`src/rtl/tdm_demux_bmsce_pkg.sv`:
```
// Shared definitions for the 2:1 TDM bit-link receiver.
package tdm_pkg;

  // Bits per channel per frame; a frame interleaves two channels.
  localparam int CHAN_W    = 8;
  localparam int FRAME_LEN = 2 * CHAN_W;
  localparam int CNT_W     = 5;
  localparam logic [CNT_W-1:0] LAST_SLOT = CNT_W'(FRAME_LEN - 1);

  typedef enum logic {
    HUNT = 1'b0,
    RECV = 1'b1
  } state_e;

  // Bit positions within uio_out.
  localparam int UIO_VALID_A   = 0;
  localparam int UIO_VALID_B   = 1;
  localparam int UIO_OVR_A     = 2;
  localparam int UIO_OVR_B     = 3;
  localparam int UIO_LOCK      = 4;
  localparam int UIO_FRAME_ERR = 5;

  localparam logic [7:0] UIO_OE_MASK = 8'h3F;

endpackage

```
`src/rtl/tdm_demux_bmsce_chan_rx.sv`:
```
// One receive channel: MSB-first shift register, holding register,
// valid/overrun flags and ack rising-edge detection.
module tdm_chan_rx
  import tdm_pkg::*;
(
  input  logic              clk,
  input  logic              rst_n,
  input  logic              ser_d,
  input  logic              shift_en,
  input  logic              load,
  input  logic              ack,
  output logic [CHAN_W-1:0] hold,
  output logic              valid,
  output logic              ovr,
  output logic              ack_rise
);

  logic [CHAN_W-1:0] sh;
  logic              ack_d;

  assign ack_rise = ack & ~ack_d;

  // Shift, load-on-completion (completion beats a same-cycle ack) and ack clear.
  always_ff @(posedge clk) begin
    if (!rst_n) begin
      sh    <= '0;
      hold  <= '0;
      valid <= 1'b0;
      ovr   <= 1'b0;
      ack_d <= 1'b0;
    end else begin
      ack_d <= ack;
      if (shift_en) begin
        sh <= {sh[CHAN_W-2:0], ser_d};
      end
      if (load) begin
        if (valid && !ack_rise) begin
          // Previous byte not yet consumed: keep it and flag the loss.
          ovr <= 1'b1;
        end else begin
          hold  <= sh;
          valid <= 1'b1;
          ovr   <= 1'b0;
        end
      end else if (ack_rise && valid) begin
        valid <= 1'b0;
        ovr   <= 1'b0;
      end
    end
  end

endmodule

```
`src/rtl/tdm_demux_bmsce.sv`:
```
// Receiver for the 2:1 interleaved bit link, wrapped in the standard
// user-project pinout. Frame sync tracking lives here; per-channel data
// handling lives in tdm_chan_rx.
module tdm_demux_bmsce
  import tdm_pkg::*;
(
  input  logic       clk,
  input  logic       rst_n,
  input  logic       ena,
  input  logic [7:0] ui_in,
  output logic [7:0] uo_out,
  input  logic [7:0] uio_in,
  output logic [7:0] uio_out,
  output logic [7:0] uio_oe
);

  logic ser_d, fsync, bit_en, ack_a, ack_b, rd_sel;
  assign ser_d  = ui_in[0];
  assign fsync  = ui_in[1];
  assign bit_en = ui_in[2];
  assign ack_a  = ui_in[3];
  assign ack_b  = ui_in[4];
  assign rd_sel = ui_in[5];

  logic unused_pins;
  assign unused_pins = &{1'b0, ena, uio_in, ui_in[7:6]};

  state_e           state;
  logic [CNT_W-1:0] bit_cnt;
  logic             cmp_pend;
  logic             frame_err;

  logic              shift_a, shift_b;
  logic [CHAN_W-1:0] hold_a, hold_b;
  logic              valid_a, valid_b, ovr_a, ovr_b;
  logic              rise_a, rise_b;

  // Steer the current bit to channel A (even slot) or B (odd slot).
  always_comb begin
    shift_a = 1'b0;
    shift_b = 1'b0;
    if (bit_en) begin
      if (state == HUNT) begin
        shift_a = fsync;
      end else if (fsync) begin
        shift_a = 1'b1;
      end else if (bit_cnt != '0) begin
        shift_a = ~bit_cnt[0];
        shift_b = bit_cnt[0];
      end
    end
  end

  // Frame sync FSM: hunt for fsync, count slots, detect sync errors.
  always_ff @(posedge clk) begin
    if (!rst_n) begin
      state     <= HUNT;
      bit_cnt   <= '0;
      cmp_pend  <= 1'b0;
      frame_err <= 1'b0;
    end else begin
      cmp_pend <= 1'b0;
      if (rise_a && rise_b) begin
        frame_err <= 1'b0;
      end
      if (bit_en) begin
        case (state)
          HUNT: begin
            if (fsync) begin
              state   <= RECV;
              bit_cnt <= CNT_W'(1);
            end
          end
          RECV: begin
            if (fsync) begin
              // A sync bit always restarts the frame; mid-frame it is a resync.
              bit_cnt <= CNT_W'(1);
              if (bit_cnt != '0) begin
                frame_err <= 1'b1;
              end
            end else if (bit_cnt == '0) begin
              // Expected the next frame's sync after the wrap.
              state     <= HUNT;
              frame_err <= 1'b1;
            end else if (bit_cnt == LAST_SLOT) begin
              bit_cnt  <= '0;
              cmp_pend <= 1'b1;
            end else begin
              bit_cnt <= bit_cnt + CNT_W'(1);
            end
          end
          default: state <= HUNT;
        endcase
      end
    end
  end

  tdm_chan_rx u_chan_a (
    .clk      (clk),
    .rst_n    (rst_n),
    .ser_d    (ser_d),
    .shift_en (shift_a),
    .load     (cmp_pend),
    .ack      (ack_a),
    .hold     (hold_a),
    .valid    (valid_a),
    .ovr      (ovr_a),
    .ack_rise (rise_a)
  );

  tdm_chan_rx u_chan_b (
    .clk      (clk),
    .rst_n    (rst_n),
    .ser_d    (ser_d),
    .shift_en (shift_b),
    .load     (cmp_pend),
    .ack      (ack_b),
    .hold     (hold_b),
    .valid    (valid_b),
    .ovr      (ovr_b),
    .ack_rise (rise_b)
  );

  assign uo_out = rd_sel ? hold_b : hold_a;
  assign uio_oe = UIO_OE_MASK;

  // Pack status flags onto the bidirectional pins.
  always_comb begin
    uio_out                = 8'h00;
    uio_out[UIO_VALID_A]   = valid_a;
    uio_out[UIO_VALID_B]   = valid_b;
    uio_out[UIO_OVR_A]     = ovr_a;
    uio_out[UIO_OVR_B]     = ovr_b;
    uio_out[UIO_LOCK]      = (state == RECV);
    uio_out[UIO_FRAME_ERR] = frame_err;
  end

endmodule

```
`config.mk`:
```
export PLATFORM = sky130hd
export DESIGN_NAME = tdm_demux_bmsce
export DESIGN_NICKNAME = d
export VERILOG_FILES = /design/src/rtl/tdm_demux_bmsce_pkg.sv /design/src/rtl/tdm_demux_bmsce_chan_rx.sv /design/src/rtl/tdm_demux_bmsce.sv
export SDC_FILE = /design/constraint.sdc
export NUM_CORES = 1
export LEC_CHECK = 0
export CAP_MARGIN = 40
export CORE_MARGIN = 5
export CORE_UTILIZATION = 40
export CTS_BUF_LIST = sky130_fd_sc_hd__clkbuf_8
export CTS_CLUSTER_SIZE = 40
export DETAILED_ROUTE_END_ITERATION = 12
export PLACE_DENSITY = 0.72
export SETUP_SLACK_MARGIN = 0.02
export SLEW_MARGIN = 15
export SYNTH_ARGS = -nofsm -noshare
export SYNTH_HDL_FRONTEND = slang
export SYNTH_HIERARCHICAL = 1
export SYNTH_SLANG_ARGS = --single-unit
```
`constraint.sdc`:
```
create_clock -name clk -period 2 [get_ports clk]
set_input_delay 0.6 -clock clk [delete_from_list [all_inputs] [get_ports clk]]
set_output_delay 0.6 -clock clk [all_outputs]
set_load 0.01 [all_outputs]
```
==> results.yml <==
outcome:
  status: "finished, final reports clean"
floorplan:
  die_w_um: 83.90
  io_pins: 43
  effective_utilization_at_floorplan: 0.4042
  floorplan.rows: 27
  fp.dieH_um: 83.90
  fp.dieArea_sq_um: 7039
  floorplan.core_area_sq_um: 5405
detailed_routing:
  detail-route-antenna-nets: 0
  route.detailed.drc: 0
  routed-via-count: 1511
  via_per_inst: 4.664
  detail_route.wl_per_cell_um: 11.82
  detailedRoute.firstPassIterationCount: 4
  wirelength_mm: 3.831
  detail_route.iter0.violations: 74
clocking:
  clkLatencyLatePin_ns: 0.30
  hold_buffers: 0
  clock_tree.buffer_depth: 2
  clk_transition_reported_paths_ns: 0.08
  clock-sinks: 46
  cts-htree-levels: 2
  cts-buffers-inserted: 5
  cts_root_buffer: "clkbuf_8"
  clock_tree_from_tritoncts: "yes"
  cts_setup_buffers: 0
layout:
  nNetsFinal: 273
  final_design_area_no_fill_sq_um: 2630
  multi_input_area_sq_um: 1104
  final-seq-area_sq_um: 922.1
  fillCellCount: 498
  post_route_cells_drive_above_1_share: 0.2103
  area_growth_syn_to_layout_pct: 20.39
  finish.cell_count_without_fillers: 324
  ant_diodes: 0
synthesis:
  top_cell_type_s_share_of_synthesized_area: 0.4215
  seq_area_frac_synth: 0.4215
  synth.ff_latch_count: 46
  synth-warning-count: 6
  yosysTopAreaCell: "dfxtp_1"
  yosys-top-cells-area: "dfxtp_1 42%, mux2i_1 15%, nand2_1 6.7%"
  synth_flop_cell: "dfxtp_1"
  netlist_instances: 227
  synth_edf_count: 0
  synth_area_per_cell_sq_um: 9.624
  synth_cell_types: 33
  postSynth.asyncResetShare: 0
  netlist_area_sq_um: 2185
grt:
  grt_pass1_wl_mm: 6.382
  grt_pass1_vias: 1378
  overflow: 0
  total_routing_resource_utilization_after_global_routing: 0.1103
  grt_max_degree: 54
  antenna_found_initial: 0
min_path:
  hp-class: "reg -> reg"
  hold-path-cell-count: 2
  hold-path-endpoint: "frame_err$_SDFF_PN0_"
  worstHoldStart: "frame_err$_SDFF_PN0_"
placement:
  hpwl_mm: 2.709
  buffer_ports.inserted: 21
  gp_congestion: 0.7590
  dpl_cell_area_sq_um: 2492
  dp_cells: 316
  dpl_worst_slack_ns: -0.6612
power_and_ir_drop:
  ir_drop_worst_vdd_v: 0.0003119
  report.power.total_mw: 1.640
  power.static_leakage_nw: 0.9461
  p_per_area_nw_per_um2: 623.5
critical_path:
  data_arrival_at_the_endpoint_of_the_critical_path_ns: 1.39
  timing.rr.end: "u_chan_a/sh[4]$_SDFFE_PN0P_"
  worstSetupStartpointType: "primary input"
  worst_r2r_startpoint: "bit_cnt[0]$_SDFFE_PN0P_"
  worst-setup-path-type: "in -> out"
  critical_path_peak_fanout: 8
  cp-end-kind: "output port"
  worst-r2r-setup-slack_ns: 0.17
  worst-endpoint-required_ns: 1.40
  worst_r2r_path_depth: 8
sta:
  final-max-slew-violation-count: 0
  rsz0062_at_grt: "true"
  finalCritPeriodShare: 0.9927
  timing.final.setup_violations: 0
  max_freq_mhz: 503.7
  finalHoldWorstSlack_ns: 0.4609
  finalHoldViolCount: 0
  time_the_final_worst_path_needs_with_i_o_delays_and_setup_ns: 1.985
  skew_ns: 0.01408
  fin_ws_ns: 0.01468
job:
  drv_cap: 0
-- area by class of cell --
class | instances | share of cell area
clock buffers | 5 | 0.02617
clock inverters | 3 | 0.009039
inverters | 6 | 0.008563
multi-input cells | 155 | 0.4196
flip-flops and latches | 46 | 0.3506
well taps | 72 | 0.03425
repair buffers | 37 | 0.1518
-- registers in the layout, summed over array words and instances (netlist names), 5 cells and up --
register and cells:
u_chan_a/hold 8, u_chan_a/sh 8, u_chan_b/hold 8, u_chan_b/sh 8, bit_cnt 5
-- metrics by stage --
stage | utilization | TNS, ns
final | 0.4866 | 0
after global routing | 0.4866 | 0
after CTS | 0.4711 | 0
after detailed placement | 0.4611 | -9.582
after global placement | 0.4611 | -9.159
after floorplan | - | 0
-- worst max-delay path by stage --
stage,start,to,slack [ns],cells past startpoint
6_report,ui_in[5],uo_out[2],0.01,4
4_1_cts,ui_in[5],uo_out[0],0.003,4
5_1_grt,ui_in[5],uo_out[6],0.004,4
3_5_place_dp,ui_in[5],uo_out[0],-0.66,4
2_1_floorplan,ui_in[5],uo_out[0],0.14,2
3_3_place_gp,ui_in[5],uo_out[0],-0.66,4
-- routing by layer --
metal / global-route usage / vias up / routed length, um / share of wire
met5: 0 / - / 0 / 0
met4: 0.04386 / 0 / 48 / 0.013
met3: 0.03356 / 4 / 155 / 0.040
met2: 0.1699 / 28 / 1807 / 0.47
met1: 0.1436 / 697 / 1819 / 0.47
li1: - / 782 / - / -
-- kinds of logic (layout without fill, tap and decap cells) --
| family | count (synthesis) | after routing | share of synthesized area |
|---|---|---|---|
| compound gates | 17 | 17 | 0.05326 |
| buf+inv | 34 | 51 | 0.09851 |
| simple gates | 84 | 84 | 0.2136 |
| flops | 46 | 46 | 0.4215 |
| mux | 41 | 41 | 0.1924 |
| fa+ha+maj | 3 | 3 | 0.01718 |
| other cells | 2 | 10 | 0.003438 |
-- critical path: stages --
cell and delay (ns):
clkdlybuf4s15_2 0.20, buf_12 0.13, mux2_2 0.34, buf_6 0.12
-- Yosys cell counts, types with 4 or more instances --
cell      number
buf_2          4
buf_4         18
a21oi_1        7
inv_1          6
nor2b_1       19
nand2_1       39
mux2_2         8
mux2i_1       33
o211ai_1       4
nand3_1        4
clkbuf_1       4
dfxtp_1       46
-- power breakdown --
group	switching [mW]	internal, mW	leakage, nW
logic	0.0684	0.0671	0.533
registers	0.00614	0.923	0.372
clock network	0.325	0.250	0.0408
total	0.400	1.24	0.946
-- cell usage in the layout (no fill, tap or decap), drive strengths merged --
master,count
nand3b,2
a311oi,1
nor3,1
clkbuf,5
inv,7
nor4b,1
nor3b,1
o211ai,4
nor2,1
mux2i,33
nand4,3
dfxtp,46
buf,24
o21ai,1
nand2b,5
and3b,1
a21boi,3
nand3,4
conb,10
nor2b,19
mux2,8
or2,2
clkdlybuf4s15,1
nand2,39
a21oi,7
and2,2
nand4b,2
or4,1
ha,3
clkinvlp,2
a211oi,1
clkdlybuf4s50,12
-- what timing repair did --
item | 4_1_cts | 5_1_grt
gates cloned | 0 | 0
resized for setup | 36 | 18
endpoints found under the setup margin | 16 | 22
Note: power is estimated with default switching activity, not from simulation.
==> patch, RTL diff (same flow settings) <==
Set the package constant `CNT_W` to 10 (it was 5).
--- a/src/rtl/tdm_demux_bmsce_pkg.sv
+++ b/src/rtl/tdm_demux_bmsce_pkg.sv
@@ -4,7 +4,7 @@
   // Bits per channel per frame; a frame interleaves two channels.
   localparam int CHAN_W    = 8;
   localparam int FRAME_LEN = 2 * CHAN_W;
-  localparam int CNT_W     = 5;
+  localparam int CNT_W     = 10;
   localparam logic [CNT_W-1:0] LAST_SLOT = CNT_W'(FRAME_LEN - 1);
 
   typedef enum logic {
Check against the original RTL: same outputs for any inputs over 10 cycles, from zero or initial values and one cycle with rst_n low; that may be too few to reach the edited logic, so the function may still have changed.
==> patch against the unedited design <==
Routed wire length increased by 18%; sequential share of layout area decreased by 0.18 points; maximum frequency increased by 5.2%; sequential power increased by 9.8%; synthesized area increased by 12%; design area increased by 12%; sequential cell count increased by 5; non-clock buffer count increased by 3; power increased by 14%; setup slack improved by 0.098 ns; critical path type unchanged; critical endpoint unchanged; largest power group unchanged.
==> patch: results <==
export IMPL_via_count_of_the_first_global_routing_pass=1646
export IMPL_yosys_area_share_adder_pct=1.53
export IMPL_worstRegToRegCells=7
export IMPL_fillers=578
export IMPL_grtUsageMet2_pct=21.1
export IMPL_synth_seq_area_share_pct=41.6
export IMPL_internal_power_mw=1.45
export IMPL_yosys_top_cells_count="51 x sky130_fd_sc_hd__dfxtp_1, 42 x sky130_fd_sc_hd__nand2_1, 32 x sky130_fd_sc_hd__mux2i_1"
export IMPL_global_route_usage_total_pct=12.4
export IMPL_run_status="finished clean"
export IMPL_multi_input_comb_area_sq_mm=0.00127
export IMPL_comb_power_share_pct=7.5
export IMPL_cp_slowest_stage_delay_ns=0.32
export IMPL_clock_skew_ns=0.00774
export IMPL_drt_initial_drc_count=101
export IMPL_leakagePower_nw=1.08
export IMPL_share_clk_of_total_power_pct=37.6
export IMPL_power_density_mw_per_mm2=637
export IMPL_drive_above_1_share_pct=21.1
export IMPL_number_of_nets_in_the_final_layout=307
export IMPL_pin_count_of_the_biggest_net_entering_global_routing=56
export IMPL_synth_compound_gate_area_share_pct=6.53
export IMPL_bufAreaShareNonClock_pct=14.0
export IMPL_n_all_inverters=7
export IMPL_critPathArrivalTime_ns=1.29
export IMPL_n_all_buffers=40
export IMPL_wl_met1_um=2030
export IMPL_synth_top_cells_by_area="sky130_fd_sc_hd__dfxtp_1 42%, sky130_fd_sc_hd__mux2i_1 13%, sky130_fd_sc_hd__nand2_1 6.4%"
==> patch: changes by cell type after synthesis, sizes merged, moves of 2 or more <==
cell,before,now
nand3,4,1
nand2,39,42
nor3,1,3
dfxtp,46,51
nor2,1,13
nor3b,1,3
xor2,0,3
nand4b,2,0
nor4,0,2
xnor2,0,4
clkbuf,4,7
and3,0,2
==> patch: cell families (layout without fill, tap and decap cells) <==
| group | Yosys count | in the layout |
|---|---|---|
| buf+inv | 38 | 54 |
| simple gates | 99 | 99 |
| compound gates | 21 | 21 |
| xor+xnor | 7 | 7 |
| flops | 51 | 51 |
| fa+ha+maj | 3 | 3 |
| other cells | 2 | 10 |
| mux | 40 | 40 |
==> patch: worst max-delay path by stage <==
| stage | endpoint | cells past startpoint | slack [ns] |
|---|---|---|---|
| final | uo_out[2] | 4 | 0.11 |
| after global routing | u_chan_a/sh[0] | 7 | 0.02 |
| after CTS | uo_out[2] | 4 | 0.02 |
| after detailed placement | uo_out[2] | 4 | -0.66 |
| after global placement | uo_out[4] | 4 | -0.62 |
| after floorplan | u_chan_a/sh[0] | 7 | 0.03 |
==> patch: per-stage QoR <==
| step | instance area [sq um] | std cells | hold WS [ns] |
|---|---|---|---|
| CTS | 2910 | 358 | 0.470 |
| global placement | 2760 | 351 | 0.445 |
| global route | 2930 | 360 | 0.490 |
| floorplan | 2490 | 269 | 0.431 |
| finish | 2930 | 360 | 0.465 |
| detailed placement | 2760 | 351 | 0.455 |
==> patch: tightest hold or removal path, cell delays in order (launching register included) <==
cell and delay, ns:
sky130_fd_sc_hd__dfxtp_1 0.32, sky130_fd_sc_hd__nand2_1 0.05, sky130_fd_sc_hd__mux2i_1 0.05
==> patch: what timing repair did <==
action	in CTS	in global routing
setup buffers	0	2
gates resized for setup	51	5
setup endpoints to repair	8	24
